File: src/rtl/fetch_ctrl.sv
// Instruction-fetch sequencer: keeps one instruction-memory fetch in flight, buffers the
// returned word for decode, selects the next PC source and flags memory timeouts.

`ifndef INSTR_MEM_WIDTH
`define INSTR_MEM_WIDTH 32
`endif

module fetch_ctrl #(
    parameter int ADDR_W  = `INSTR_MEM_WIDTH,
    parameter int TIMEOUT = 64
) (
    input  logic              clk,
    input  logic              rst,
    input  logic [ADDR_W-1:0] pc_in,
    output logic              pc_en,
    output logic [2:0]        pc_src,
    input  logic              redir_valid,
    input  logic [2:0]        redir_src,
    input  logic              stall,
    output logic              imem_req_valid,
    output logic [ADDR_W-1:0] imem_req_addr,
    input  logic              imem_req_ready,
    input  logic              imem_rsp_valid,
    input  logic [31:0]       imem_rsp_data,
    output logic              instr_valid,
    output logic [31:0]       instr_data,
    output logic [ADDR_W-1:0] instr_pc,
    input  logic              instr_ready,
    output logic              fetch_err
);

    typedef enum logic [2:0] {
        IDLE = 3'd0,
        REQ  = 3'd1,
        WAIT = 3'd2,
        HOLD = 3'd3,
        ERR  = 3'd4
    } state_t;

    localparam int              CNT_W   = $clog2(TIMEOUT + 1);
    localparam logic [CNT_W-1:0] CNT_MAX = CNT_W'(TIMEOUT);
    localparam logic [2:0]      SRC_SEQ = 3'b000;

    state_t            state, state_next;
    logic              idle_done;
    logic              drop, drop_next;
    logic [CNT_W-1:0]  cnt, cnt_next;
    logic              redir_ok;
    logic              load_pc;
    logic              load_instr;
    logic              clear_valid;

    // Only the defined redirect sources (beq, bne, tar_addr, alu_res) count.
    assign redir_ok      = redir_valid && (redir_src inside {[3'b001:3'b100]});
    assign imem_req_addr = pc_in;
    assign fetch_err     = (state == ERR);

    // NOTE: every output of this block gets a default first so no path leaves a
    // signal unassigned, which would otherwise infer a latch.
    always_comb begin
        state_next     = state;
        drop_next      = drop;
        cnt_next       = cnt;
        pc_en          = 1'b0;
        pc_src         = SRC_SEQ;
        imem_req_valid = 1'b0;
        load_pc        = 1'b0;
        load_instr     = 1'b0;
        clear_valid    = 1'b0;

        case (state)
            IDLE: begin
                if (idle_done) state_next = REQ;
            end
            REQ: begin
                if (redir_ok) begin
                    pc_en  = 1'b1;
                    pc_src = redir_src;
                end else begin
                    imem_req_valid = 1'b1;
                    if (imem_req_ready) begin
                        load_pc    = 1'b1;
                        cnt_next   = '0;
                        state_next = WAIT;
                    end
                end
            end
            WAIT: begin
                if (cnt != CNT_MAX) cnt_next = cnt + CNT_W'(1);
                if (redir_ok) begin
                    pc_en  = 1'b1;
                    pc_src = redir_src;
                    // A response in the redirect cycle belongs to the old path.
                    if (imem_rsp_valid) begin
                        drop_next  = 1'b0;
                        state_next = REQ;
                    end else begin
                        drop_next  = 1'b1;
                    end
                end else if (imem_rsp_valid) begin
                    if (drop) begin
                        drop_next  = 1'b0;
                        state_next = REQ;
                    end else begin
                        load_instr = 1'b1;
                        state_next = HOLD;
                    end
                end else if (cnt_next >= CNT_MAX) begin
                    state_next = ERR;
                end
            end
            HOLD: begin
                if (redir_ok) begin
                    pc_en       = 1'b1;
                    pc_src      = redir_src;
                    clear_valid = 1'b1;
                    state_next  = REQ;
                end else if (instr_valid && instr_ready && !stall) begin
                    pc_en       = 1'b1;
                    clear_valid = 1'b1;
                    state_next  = REQ;
                end
            end
            ERR: begin
                state_next = ERR;
            end
            default: begin
                state_next = IDLE;
            end
        endcase
    end

    // NOTE: state registers use non-blocking assignments so every flop samples
    // the pre-edge values regardless of statement order.
    always_ff @(posedge clk or negedge rst) begin
        if (!rst) begin
            state     <= IDLE;
            idle_done <= 1'b0;
            drop      <= 1'b0;
            cnt       <= '0;
        end else begin
            state     <= state_next;
            idle_done <= 1'b1;
            drop      <= drop_next;
            cnt       <= cnt_next;
        end
    end

    // Decode-facing buffer; data and PC are cleared on reset so decode never sees X.
    always_ff @(posedge clk or negedge rst) begin
        if (!rst) begin
            instr_valid <= 1'b0;
            instr_data  <= '0;
            instr_pc    <= '0;
        end else begin
            if (load_pc) instr_pc <= pc_in;
            if (load_instr) begin
                instr_data  <= imem_rsp_data;
                instr_valid <= 1'b1;
            end else if (clear_valid) begin
                instr_valid <= 1'b0;
            end
        end
    end

endmodule

File: config.mk
export PLATFORM = sky130hd
export DESIGN_NAME = fetch_ctrl
export DESIGN_NICKNAME = d
export VERILOG_FILES = /design/src/rtl/fetch_ctrl.sv
export SDC_FILE = /design/constraint.sdc
export NUM_CORES = 1
export LEC_CHECK = 0
export BUFFER_PORTS_ARGS = -buffer_cell sky130_fd_sc_hd__clkbuf_2
export CAP_MARGIN = 20
export CELL_PAD_IN_SITES_DETAIL_PLACEMENT = 2
export CELL_PAD_IN_SITES_GLOBAL_PLACEMENT = 2
export CORE_ASPECT_RATIO = 1.4
export CORE_MARGIN = 2
export CORE_UTILIZATION = 30
export CTS_CLUSTER_DIAMETER = 120
export CTS_CLUSTER_SIZE = 12
export DETAILED_ROUTE_END_ITERATION = 8
export GPL_TIMING_DRIVEN = 0
export HOLD_SLACK_MARGIN = 0.02
export PLACE_DENSITY_LB_ADDON = 0.15
export SYNTH_ARGS = -nofsm -noshare
export SYNTH_HDL_FRONTEND = slang
export SYNTH_SLANG_ARGS = --single-unit
File: constraint.sdc
create_clock -name clk -period 6.8 [get_ports clk]
set_input_delay 2.04 -clock clk [delete_from_list [all_inputs] [get_ports clk]]
set_output_delay 2.04 -clock clk [all_outputs]
set_load 0.03 [all_outputs]
==> impl_metrics.ini, run 1 <==
[run_status]
outcome = finished, final reports clean

[global_route]
grt_pass1_wl_mm = 17.0
grt_antenna_before_repair = 0
grt_util_all_layers_pct = 17.8
grt.overflow.total = 0
via_count_of_the_first_global_routing_pass = 3243
grt_start_max_net_pins = 61

[critical_path]
cp-start-kind = input pin
cp.required_ns = 4.76
slowest_cell_on_crit_path = sky130_fd_sc_hd__or3_4
worst-path-buf-inv = 3
ordered_cell_list_for_the_critical_path = clkbuf_2, or3_4, and3_1, buf_6, a21o_1, a22oi_1, nor2_1, clkbuf_2
critical-path-max-stage-delay_ns = 0.39
critPathKind = input pin to output pin
cp.arrival_ns = 3.40
crit_fanout = 7
path_common_cell = sky130_fd_sc_hd__clkbuf_2
worstSetupStartpoint = redir_src[2]
crit-reg2reg-launch = cnt[0]$_DFFE_PN0P_
cp_top_family = simple AND/OR/NAND/NOR gates
setup.worst_path.end_class = output pin

[cells_and_area]
antenna-diode-count = 0
combined_area_of_the_multi_input_logic_cells_um2 = 1240
utilization_pct = 43.2
drive_gt1_share_pct = 65.4
synthToLayoutAreaGrowth_pct = 40.1
n_fill_cell = 1249
final_net_count = 534
seq_area_um2 = 1930

[clocking]
cts.sink_count = 77
cts_hold_buf = 0
insertion_delay_ns = 0.33
clock_tree.buffer_depth = 2
cts.repair.resized = 0
cts_tree = yes
post_cts.repair.setup_buffers = 0
ctsRootBufferMaster = sky130_fd_sc_hd__clkbuf_16
htree_levels = 3
cts-buffers-inserted = 9
cts.clk_slew.worst_paths_ns = 0.06

[synthesis]
synth_top_flop_cell = sky130_fd_sc_hd__dfrtp_1
synth_enable_flop_cells = 0
postSynth.asyncResetShare_pct = 100
postSynthCellCount = 270
synth_warnings = 0
synthesized_area_divided_by_synthesized_cell_count_um2 = 13.0
yosys.cell_types.count = 42
yosysSeqAreaShare_pct = 54.8
post_syn_nets = 346
synth_seq_cells = 77
mappedNetlistArea_um2 = 3520

[timing]
setup-tns-final_ns = 0
rsz0062_at_grt = no
setup_viol = 0
worst-slew-pin-transition_ns = 0.713
final.min_clock_period_ns = 5.44
timing.final.crit_share_pct = 80.1
report.final.hold_viol_count = 0
report.final.slew_viol_count = 0
timing.slew.headroom_pct = 52.1
finClkSkew_ns = 0.00512
max_freq_ghz = 0.184
hold_ws_ns = 0.506
setup_ws_ns = 1.36

[drt]
detail_route.wl_per_cell_um = 17.4
drt-initial-drc-count = 41
drc = 0
final_antenna_net_count = 0
via_per_inst = 4.60
firstDrtPassIters = 4
route.final.wire_length_mm = 10.5
via_count = 2790

[power_and_ir_drop]
power.net_switching_mw = 1.04
clockPowerShare_pct = 20.8
seq_power_share_pct = 32.2
power_leakage_nw = 2.50
combPwrFrac_pct = 47.1
vdd_ir_max_mv = 0.176
total_power_mw = 2.45
pwr_density_cell_nw_per_um2 = 497
internal_power_mw = 1.40
sw_frac_of_total_pct = 42.6

[die]
die_area_um2 = 12600
top_level_ports = 177
floorplan.initialDensity_pct = 30.9
num_rows = 46
fp.coreArea_um2 = 11400
die_height_um = 132
die-width_um = 95.5

[flow_run]
drv_cap = 0

[placement]
placement.setup.worst_slack_ns = 1.35
gp_routability_congestion = 0.756
dp.final_hpwl_mm = 8.34
placement.io_buffers = 176

[hold_path]
holdCritStartpoint = instr_pc[26]$_DFFE_PN0P_
min-delay-path-class = register to register
## cell usage in the layout, fill, tap and decap left out, types with 2 or more instances in the layout
cell type                   count
sky130_fd_sc_hd__mux2_1         2
sky130_fd_sc_hd__ha_1           2
sky130_fd_sc_hd__nor2b_1        4
sky130_fd_sc_hd__dfrtp_1       77
sky130_fd_sc_hd__clkbuf_1       5
sky130_fd_sc_hd__nand3b_1       2
sky130_fd_sc_hd__nand3_1        3
sky130_fd_sc_hd__buf_6          4
sky130_fd_sc_hd__nor4b_1        3
sky130_fd_sc_hd__a31oi_1        2
sky130_fd_sc_hd__nand2_1        7
sky130_fd_sc_hd__buf_4         33
sky130_fd_sc_hd__bufinv_16      2
sky130_fd_sc_hd__clkbuf_2     176
sky130_fd_sc_hd__clkinv_4       2
sky130_fd_sc_hd__mux2_2        63
sky130_fd_sc_hd__a21oi_1        6
sky130_fd_sc_hd__nor3_1         5
sky130_fd_sc_hd__o21ai_0        9
sky130_fd_sc_hd__nor4_4         2
sky130_fd_sc_hd__nor2_1         9
sky130_fd_sc_hd__and2_1         2
sky130_fd_sc_hd__inv_1          4
sky130_fd_sc_hd__clkbuf_16      9
sky130_fd_sc_hd__and3_1         3
sky130_fd_sc_hd__buf_2          4
sky130_fd_sc_hd__nor4_1         2
## synth_stat cells, types with 4 or more instances
library cell               n  area share, %
sky130_fd_sc_hd__o21ai_0   9            1.3
sky130_fd_sc_hd__inv_1     4           0.43
sky130_fd_sc_hd__buf_6     4            1.3
sky130_fd_sc_hd__nand2_1   7           0.75
sky130_fd_sc_hd__mux2_2   63             20
sky130_fd_sc_hd__buf_4    33            7.0
sky130_fd_sc_hd__buf_2     4           0.57
sky130_fd_sc_hd__a21oi_1   6           0.85
sky130_fd_sc_hd__nor3_1    5           0.71
sky130_fd_sc_hd__dfrtp_1  77             55
sky130_fd_sc_hd__nor2_1    9           0.96
sky130_fd_sc_hd__nor2b_1   4           0.71
## power groups by stage
stage	registers, mW	clock network, mW	logic (mW)
floorplan	1.18	0	0.399
global placement	0.777	0	1.14
detailed placement	0.797	0	1.17
CTS	0.794	0.527	1.18
global route	0.821	0.543	1.23
finish	0.787	0.508	1.15
## sequential cells by signal, summed over array words and instances (netlist names)
name	flops
instr_data	32
state	3
idle_done	1
instr_pc	32
instr_valid	1
cnt	7
drop	1
## metrics by stage
step                area [um2]  cells
floorplan                 3520    270
global route              4920    607
global placement          4580    590
finish                    4920    607
CTS                       4920    607
detailed placement        4610    591
## worst paths after layout
check / to / cells past startpoint / slack [ns]
max: pc_en / 8 / 1.36
min: instr_pc[26]$_DFFE_PN0P_ / 1 / 0.51
max reg2reg: state[0]$_DFFE_PN0P_ / 7 / 4.38
min reg2reg: instr_pc[26]$_DFFE_PN0P_ / 1 / 0.51
max in group asynchronous: instr_data[11]$_DFFE_PN0P_ / 2 / 4.56
min in group asynchronous: instr_pc[14]$_DFFE_PN0P_ / 1 / 1.62
## per-layer routing
layer  GRT usage (%)  vias up  wire (um)
met5               0        -          0
li1                -     1289          -
met4            5.79        0        146
met2            33.7       92       6240
met1            18.3     1400       3510
met3            4.75        9        637
## layout make-up
cell class	count	area share (%)
plain buffers	45	6.68
clock buffers	11	4.73
clock inverters	5	1.73
inverters	4	0.305
multi-input cells	144	25.3
flip-flops and latches	77	39.1
well taps	144	3.66
repair buffers	177	18.5
## kinds of logic after synthesis
group / share of synthesized area, %
flip-flops: 54.8
multiplexers: 20.8
AND/OR/NAND/NOR: 9.68
buffers and inverters: 9.79
AO/OA/AOI/OAI: 4.09
adder cells (fa/ha/maj): 0.712
other: 0.107
## worst register-to-register path, delay by kind of cell, from the launching register on
kind,cells,cell delay [ns]
simple gates,4,1.28
flops,1,0.43
mux,1,0.37
fa+ha+maj,1,0.15
buf+inv,1,0.08
No activity file was read; power rests on OpenSTA's default activity.
==> run 2, diff against run 1 <==
Settings changed: ABC_AREA set to 1, CORE_UTILIZATION 30 to 25.
Clock period 6.8 ns to 5.38 ns, I/O delays scaled along.
==> run 2 against run 1 <==
- sequential share of layout area shrank 1.3 points
- flip-flop and latch count unchanged
- die area rose by 23%
- area after synthesis grew 3.1%
- via count grew 28%
- routed wire length rose by 14%
- power increased by 33%
- non-clock buffer count up 8
==> impl_metrics.ini, run 2 <==
[placement]
placed_area_um2 = 4770
post-place-cells = 792
placement.setup.worst_slack_ns = 0.632
dp.final_hpwl_mm = 9.68
gp_routability_congestion = 0.705
placement.io_buffers = 176

[timing]
max_freq_ghz = 0.212
rsz0062_at_grt = no
setup_viol = 0
timing.final.crit_share_pct = 87.7
report.final.slew_viol_count = 0
final.min_clock_period_ns = 4.72
setup-tns-final_ns = 0
report.final.hold_viol_count = 0
setup_ws_ns = 0.660
finClkSkew_ns = 0.00837

[critical_path]
ordered_cell_list_for_the_critical_path = clkbuf_2, o21ai_1, nand3_1, buf_2, buf_2, nor3b_1, clkbuf_2
cp.arrival_ns = 3.11
critPathKind = input pin to output pin
setup.worst_path.end_class = output pin
timing.reg2reg.setup_slack_ns = 3.62
length_in_cells_of_the_worst_reg_to_reg_path = 7
crit_fanout = 10
reg2reg_to = instr_data[17]$_DFFE_PN0P_
critical-path-max-stage-delay_ns = 0.26
slowest_cell_on_crit_path = sky130_fd_sc_hd__clkbuf_2
crit-reg2reg-launch = state[2]$_DFFE_PN0P_
cp.required_ns = 3.77
cp-start-kind = input pin
cp_top_family = buffers and inverters
worst-path-buf-inv = 4

[cells_and_area]
final_net_count = 690
layout_commonest_cell = sky130_fd_sc_hd__clkbuf_2
most-common-layout-cells = 179 x sky130_fd_sc_hd__clkbuf_2, 159 x sky130_fd_sc_hd__nand2_1, 77 x sky130_fd_sc_hd__dfrtp_1
synthToLayoutAreaGrowth_pct = 40.3
largest_regs = instr_data: 32 flops, instr_pc: 32 flops, cnt: 7 flops
fin_area_um2 = 5090
n_fill_cell = 1699
antenna-diode-count = 0
drive_gt1_share_pct = 40.6
instances_no_fill = 807

[clocking]
cts-buffers-inserted = 9
ctsRootBufferMaster = sky130_fd_sc_hd__clkbuf_16
cts_tree = yes
post_cts.repair.setup_buffers = 0
cts.clk_slew.worst_paths_ns = 0.06
htree_levels = 3
cts.sink_count = 77
cts_hold_buf = 0
cts.repair.resized = 0
clock_tree.buffer_depth = 2
insertion_delay_ns = 0.34

[hold_path]
min-delay-path-class = register to register
holdCritStartpoint = instr_data[13]$_DFFE_PN0P_
cell_depth_of_the_worst_hold_path = 2
worstHoldEndpoint = instr_data[13]$_DFFE_PN0P_

[power_and_ir_drop]
pwr_density_cell_nw_per_um2 = 638
power_leakage_nw = 2.88
vdd_ir_max_mv = 0.167

[drt]
drc = 0
via_per_inst = 4.41
detail_route.wl_per_cell_um = 14.9
detail_route.wirelength.met1_mm = 4.77
drt-initial-drc-count = 63
firstDrtPassIters = 4
via_count = 3561
final_antenna_net_count = 0
detailed_routed_wire_length_on_met2_mm = 6.18
highest-signal-layer = met4
met3_length_um = 849
route.final.wire_length_mm = 12.0

[synthesis]
yosysSeqAreaShare_pct = 53.1
synth_warnings = 0
post-synth-top-count-cell = sky130_fd_sc_hd__nand2_1
yosys.cell_types.count = 29
postSynthCellCount = 426
synth_seq_cells = 77
post-synth-top-area-cell = sky130_fd_sc_hd__dfrtp_1
postSynth.asyncResetShare_pct = 100
synth_top_flop_cell = sky130_fd_sc_hd__dfrtp_1
synthTopCellsByArea = sky130_fd_sc_hd__dfrtp_1 53%, sky130_fd_sc_hd__nand2_1 16%, sky130_fd_sc_hd__buf_4 6.6%, sky130_fd_sc_hd__nand3_1 5.9%, sky130_fd_sc_hd__o21ai_0 5.0%
mappedNetlistArea_um2 = 3630
yosys-top-cells-count = 159 x sky130_fd_sc_hd__nand2_1, 77 x sky130_fd_sc_hd__dfrtp_1, 43 x sky130_fd_sc_hd__nand3_1
synthesized_area_divided_by_synthesized_cell_count_um2 = 8.51
post_syn_nets = 502
synth_top_cell_area_share_pct = 53.1
synth_enable_flop_cells = 0

[run_status]
outcome = finished, final reports clean

[die]
fp.coreArea_um2 = 14300
die_area_um2 = 15500
floorplan.initialDensity_pct = 25.3
top_level_ports = 177
num_rows = 52
die-width_um = 106
die_height_um = 146

[global_route]
via_count_of_the_first_global_routing_pass = 3993
grt_antenna_before_repair = 0
grt.overflow.total = 0
grt_util_all_layers_pct = 16.3
grt_start_max_net_pins = 48
grt_pass1_wl_mm = 20.1

[flow_run]
drv_cap = 0
[run 2: cells by family after synthesis]
| family | after synthesis | share of synthesized area (%) |
|---|---|---|
| compound gates | 44 | 6.28 |
| xor+xnor | 3 | 0.725 |
| fa+ha+maj | 2 | 0.690 |
| buf+inv | 70 | 11.7 |
| flops | 77 | 53.1 |
| other cells | 1 | 0.103 |
| simple gates | 229 | 27.4 |
[run 2: worst max path at each step]
stage,from,end,slack (ns),depth (start not counted)
3_5_place_dp,redir_src[1],pc_src[1],0.63,7
6_report,redir_src[1],pc_src[1],0.66,7
5_1_grt,redir_src[1],pc_src[1],0.51,7
3_3_place_gp,redir_src[1],pc_src[1],0.68,7
2_1_floorplan,redir_src[1],pc_src[0],0.72,5
4_1_cts,redir_src[1],pc_src[1],0.61,7
[run 2: tightest hold or removal path: cells and delay by family, from the launching register on]
kind	cells	cell delay, ns
simple gates	2	0.10
flops	1	0.34
[run 2: power breakdown]
group	total [mW]	switching (mW)	internal (mW)
sequential	0.983	0.144	0.839
combinational	1.61	1.16	0.455
clock	0.654	0.238	0.416
total	3.25	1.54	1.71
[run 2: metal layers]
metal,track usage (%),up-vias
met5,0,-
met4,6.32,0
met3,4.02,13
met2,29.3,133
met1,18.3,1713
li1,-,1702
[run 2: layout make-up]
class                   instances  area [um2]  share of cell area, %
well taps                     189         236                   4.65
multi-input cells             279        1270                   25.1
repair buffers                177         911                   17.9
clock buffers                  11         243                   4.77
plain buffers                  53         360                   7.08
clock inverters                 4        72.6                   1.43
flip-flops and latches         77        1930                   37.9
inverters                      17        63.8                   1.25
[run 2: through the flow]
| stage | utilization (%) | hold slack [ns] | power (mW) |
|---|---|---|---|
| finish | 35.6 | 0.470 | 3.25 |
| global route | 35.6 | 0.504 | 3.52 |
| CTS | 35.6 | 0.478 | 3.32 |
| detailed placement | 33.3 | 0.464 | 2.65 |
| global placement | 33.1 | 0.455 | 2.58 |
| floorplan | - | 0.499 | 2.09 |
==> run 3, diff against run 2 <==
Settings changed: ABC_AREA 1 to not set, CORE_UTILIZATION 25 to 28.
==> run 3 against run 2 <==
- core utilization up 4.7 points
- register-to-register slack worse by 0.66 ns
- die area down 13%
- global-route usage down 0.94 points
- worst hold slack better by 0.020 ns
- design area down 2.6%
- clock-buffer cell count down 1
- flip-flop and latch count unchanged
- highest routed layer unchanged
- sequential share of layout area up 1.0 points
- critical path type unchanged
- largest power group unchanged
==> impl_metrics.ini, run 3 (synthesis gave the netlist of run 1 again) <==
[global_route]
grt.overflow.total = 0
grt_pass1_wl_mm = 16.0
via_count_of_the_first_global_routing_pass = 3102
grt_antenna_before_repair = 0
grt_start_max_net_pins = 59
grt_util_all_layers_pct = 15.3

[timing]
finClkSkew_ns = 0.00686
setup_ws_ns = 0.810
report.final.slew_viol_count = 0
hold_ws_ns = 0.490
worst-slew-pin-transition_ns = 0.748
rsz0062_at_grt = no
report.final.hold_viol_count = 0
setup_viol = 0
final.min_clock_period_ns = 4.57
setup-tns-final_ns = 0
timing.slew.headroom_pct = 49.7
timing.final.crit_share_pct = 84.9
max_freq_ghz = 0.219

[clocking]
cts_tree = yes
cts.clk_slew.worst_paths_ns = 0.06
cts.sink_count = 77
cts_hold_buf = 0
ctsRootBufferMaster = sky130_fd_sc_hd__clkbuf_16
cts-buffers-inserted = 9
insertion_delay_ns = 0.33
htree_levels = 3
clock_tree.buffer_depth = 2
post_cts.repair.setup_buffers = 0
cts.repair.resized = 0

[die]
fp.coreArea_um2 = 12300
floorplan.initialDensity_pct = 28.6
die_height_um = 137
die_area_um2 = 13500
num_rows = 48
top_level_ports = 177
die-width_um = 98.7

[cells_and_area]
most-common-layout-cells = 176 x sky130_fd_sc_hd__clkbuf_2, 77 x sky130_fd_sc_hd__dfrtp_1, 63 x sky130_fd_sc_hd__mux2_2
utilization_pct = 40.2
synthToLayoutAreaGrowth_pct = 40.9
drive_gt1_share_pct = 65.7
fin_area_um2 = 4950
largest_regs = instr_data: 32 flops, instr_pc: 32 flops, cnt: 7 flops
instances_no_fill = 613
layout_commonest_cell = sky130_fd_sc_hd__clkbuf_2
antenna-diode-count = 0
n_fill_cell = 1339
final_net_count = 534

[drt]
drc = 0
drt-initial-drc-count = 25
detail_route.wirelength.met1_mm = 3.53
firstDrtPassIters = 4
met3_length_um = 529
final_antenna_net_count = 0
detailed_routed_wire_length_on_met2_mm = 5.81
detail_route.wl_per_cell_um = 16.4
highest-signal-layer = met4
via_per_inst = 4.57
route.final.wire_length_mm = 10.1
via_count = 2802

[placement]
placement.setup.worst_slack_ns = 0.809
placement.io_buffers = 176
post-place-cells = 597
gp_routability_congestion = 0.709
dp.final_hpwl_mm = 7.97
placed_area_um2 = 4610

[power_and_ir_drop]
total_power_mw = 3.12
pwr_density_cell_nw_per_um2 = 630
power_leakage_nw = 2.51
vdd_ir_max_mv = 0.226

[hold_path]
holdCritStartpoint = instr_data[4]$_DFFE_PN0P_
cell_depth_of_the_worst_hold_path = 1
worstHoldEndpoint = instr_data[4]$_DFFE_PN0P_
min-delay-path-class = register to register

[critical_path]
cp.required_ns = 3.77
length_in_cells_of_the_worst_reg_to_reg_path = 7
slowest_cell_on_crit_path = sky130_fd_sc_hd__or3_4
crit_fanout = 7
critical-path-max-stage-delay_ns = 0.39
path_common_cell = sky130_fd_sc_hd__clkbuf_2
timing.reg2reg.setup_slack_ns = 2.96
ordered_cell_list_for_the_critical_path = clkbuf_2, or3_4, and3_1, buf_6, a21o_1, a22oi_1, nor2_1, clkbuf_2
cp-start-kind = input pin
setup.worst_path.end_class = output pin
critPathKind = input pin to output pin
cp.arrival_ns = 2.96
crit-reg2reg-launch = cnt[0]$_DFFE_PN0P_
reg2reg_to = state[0]$_DFFE_PN0P_

[run_status]
outcome = finished, final reports clean

[flow_run]
drv_cap = 0
## run 3: cell count changes in the layout (fill, tap and decap cells not counted), sizes merged, moves of 4 or more
cell	delta
a21oi	+5
buf	-5
clkbuf	-4
inv	-13
mux2	+65
nand2	-153
nand3	-42
nor2	-6
nor2b	+4
nor4	+4
o21ai	-29
## run 3: how the worst max path moves through the flow
stage / slack [ns] / to / depth (start not counted) / from
floorplan: 0.63 / pc_src[0] / 3 / redir_src[1]
global placement: 0.80 / pc_en / 8 / redir_src[2]
detailed placement: 0.81 / pc_en / 8 / redir_src[2]
CTS: 0.81 / pc_en / 8 / redir_src[2]
global route: 0.64 / pc_src[0] / 5 / redir_src[1]
finish: 0.81 / pc_en / 8 / redir_src[2]
## run 3: layer usage
metal,vias up,GRT usage (%)
met4,0,6.39
met2,87,28.3
met5,-,0
met1,1408,16.7
met3,13,3.73
li1,1294,-
## run 3: power breakdown
| part | total [mW] | switching, mW | internal [mW] |
|---|---|---|---|
| Combinational | 1.44 | 0.928 | 0.516 |
| Sequential | 0.988 | 0.140 | 0.848 |
| Clock | 0.688 | 0.235 | 0.453 |
| Total | 3.12 | 1.30 | 1.82 |
## run 3: worst max-delay path: cells and delay by family
family	cells	cell delay (ns)
compound gates	2	0.28
buf+inv	3	0.43
simple gates	3	0.62
## run 3: final cells by class
type                    instances  area [um2]  area share [%]
clock buffers                  10         229            4.62
multi-input cells             144        1240            25.1
well taps                     150         188            3.79
flip-flops and latches         77        1930            38.9
inverters                       4        15.0           0.303
repair buffers                177         911            18.4
clock inverters                 6         111            2.25
plain buffers                  45         329            6.64
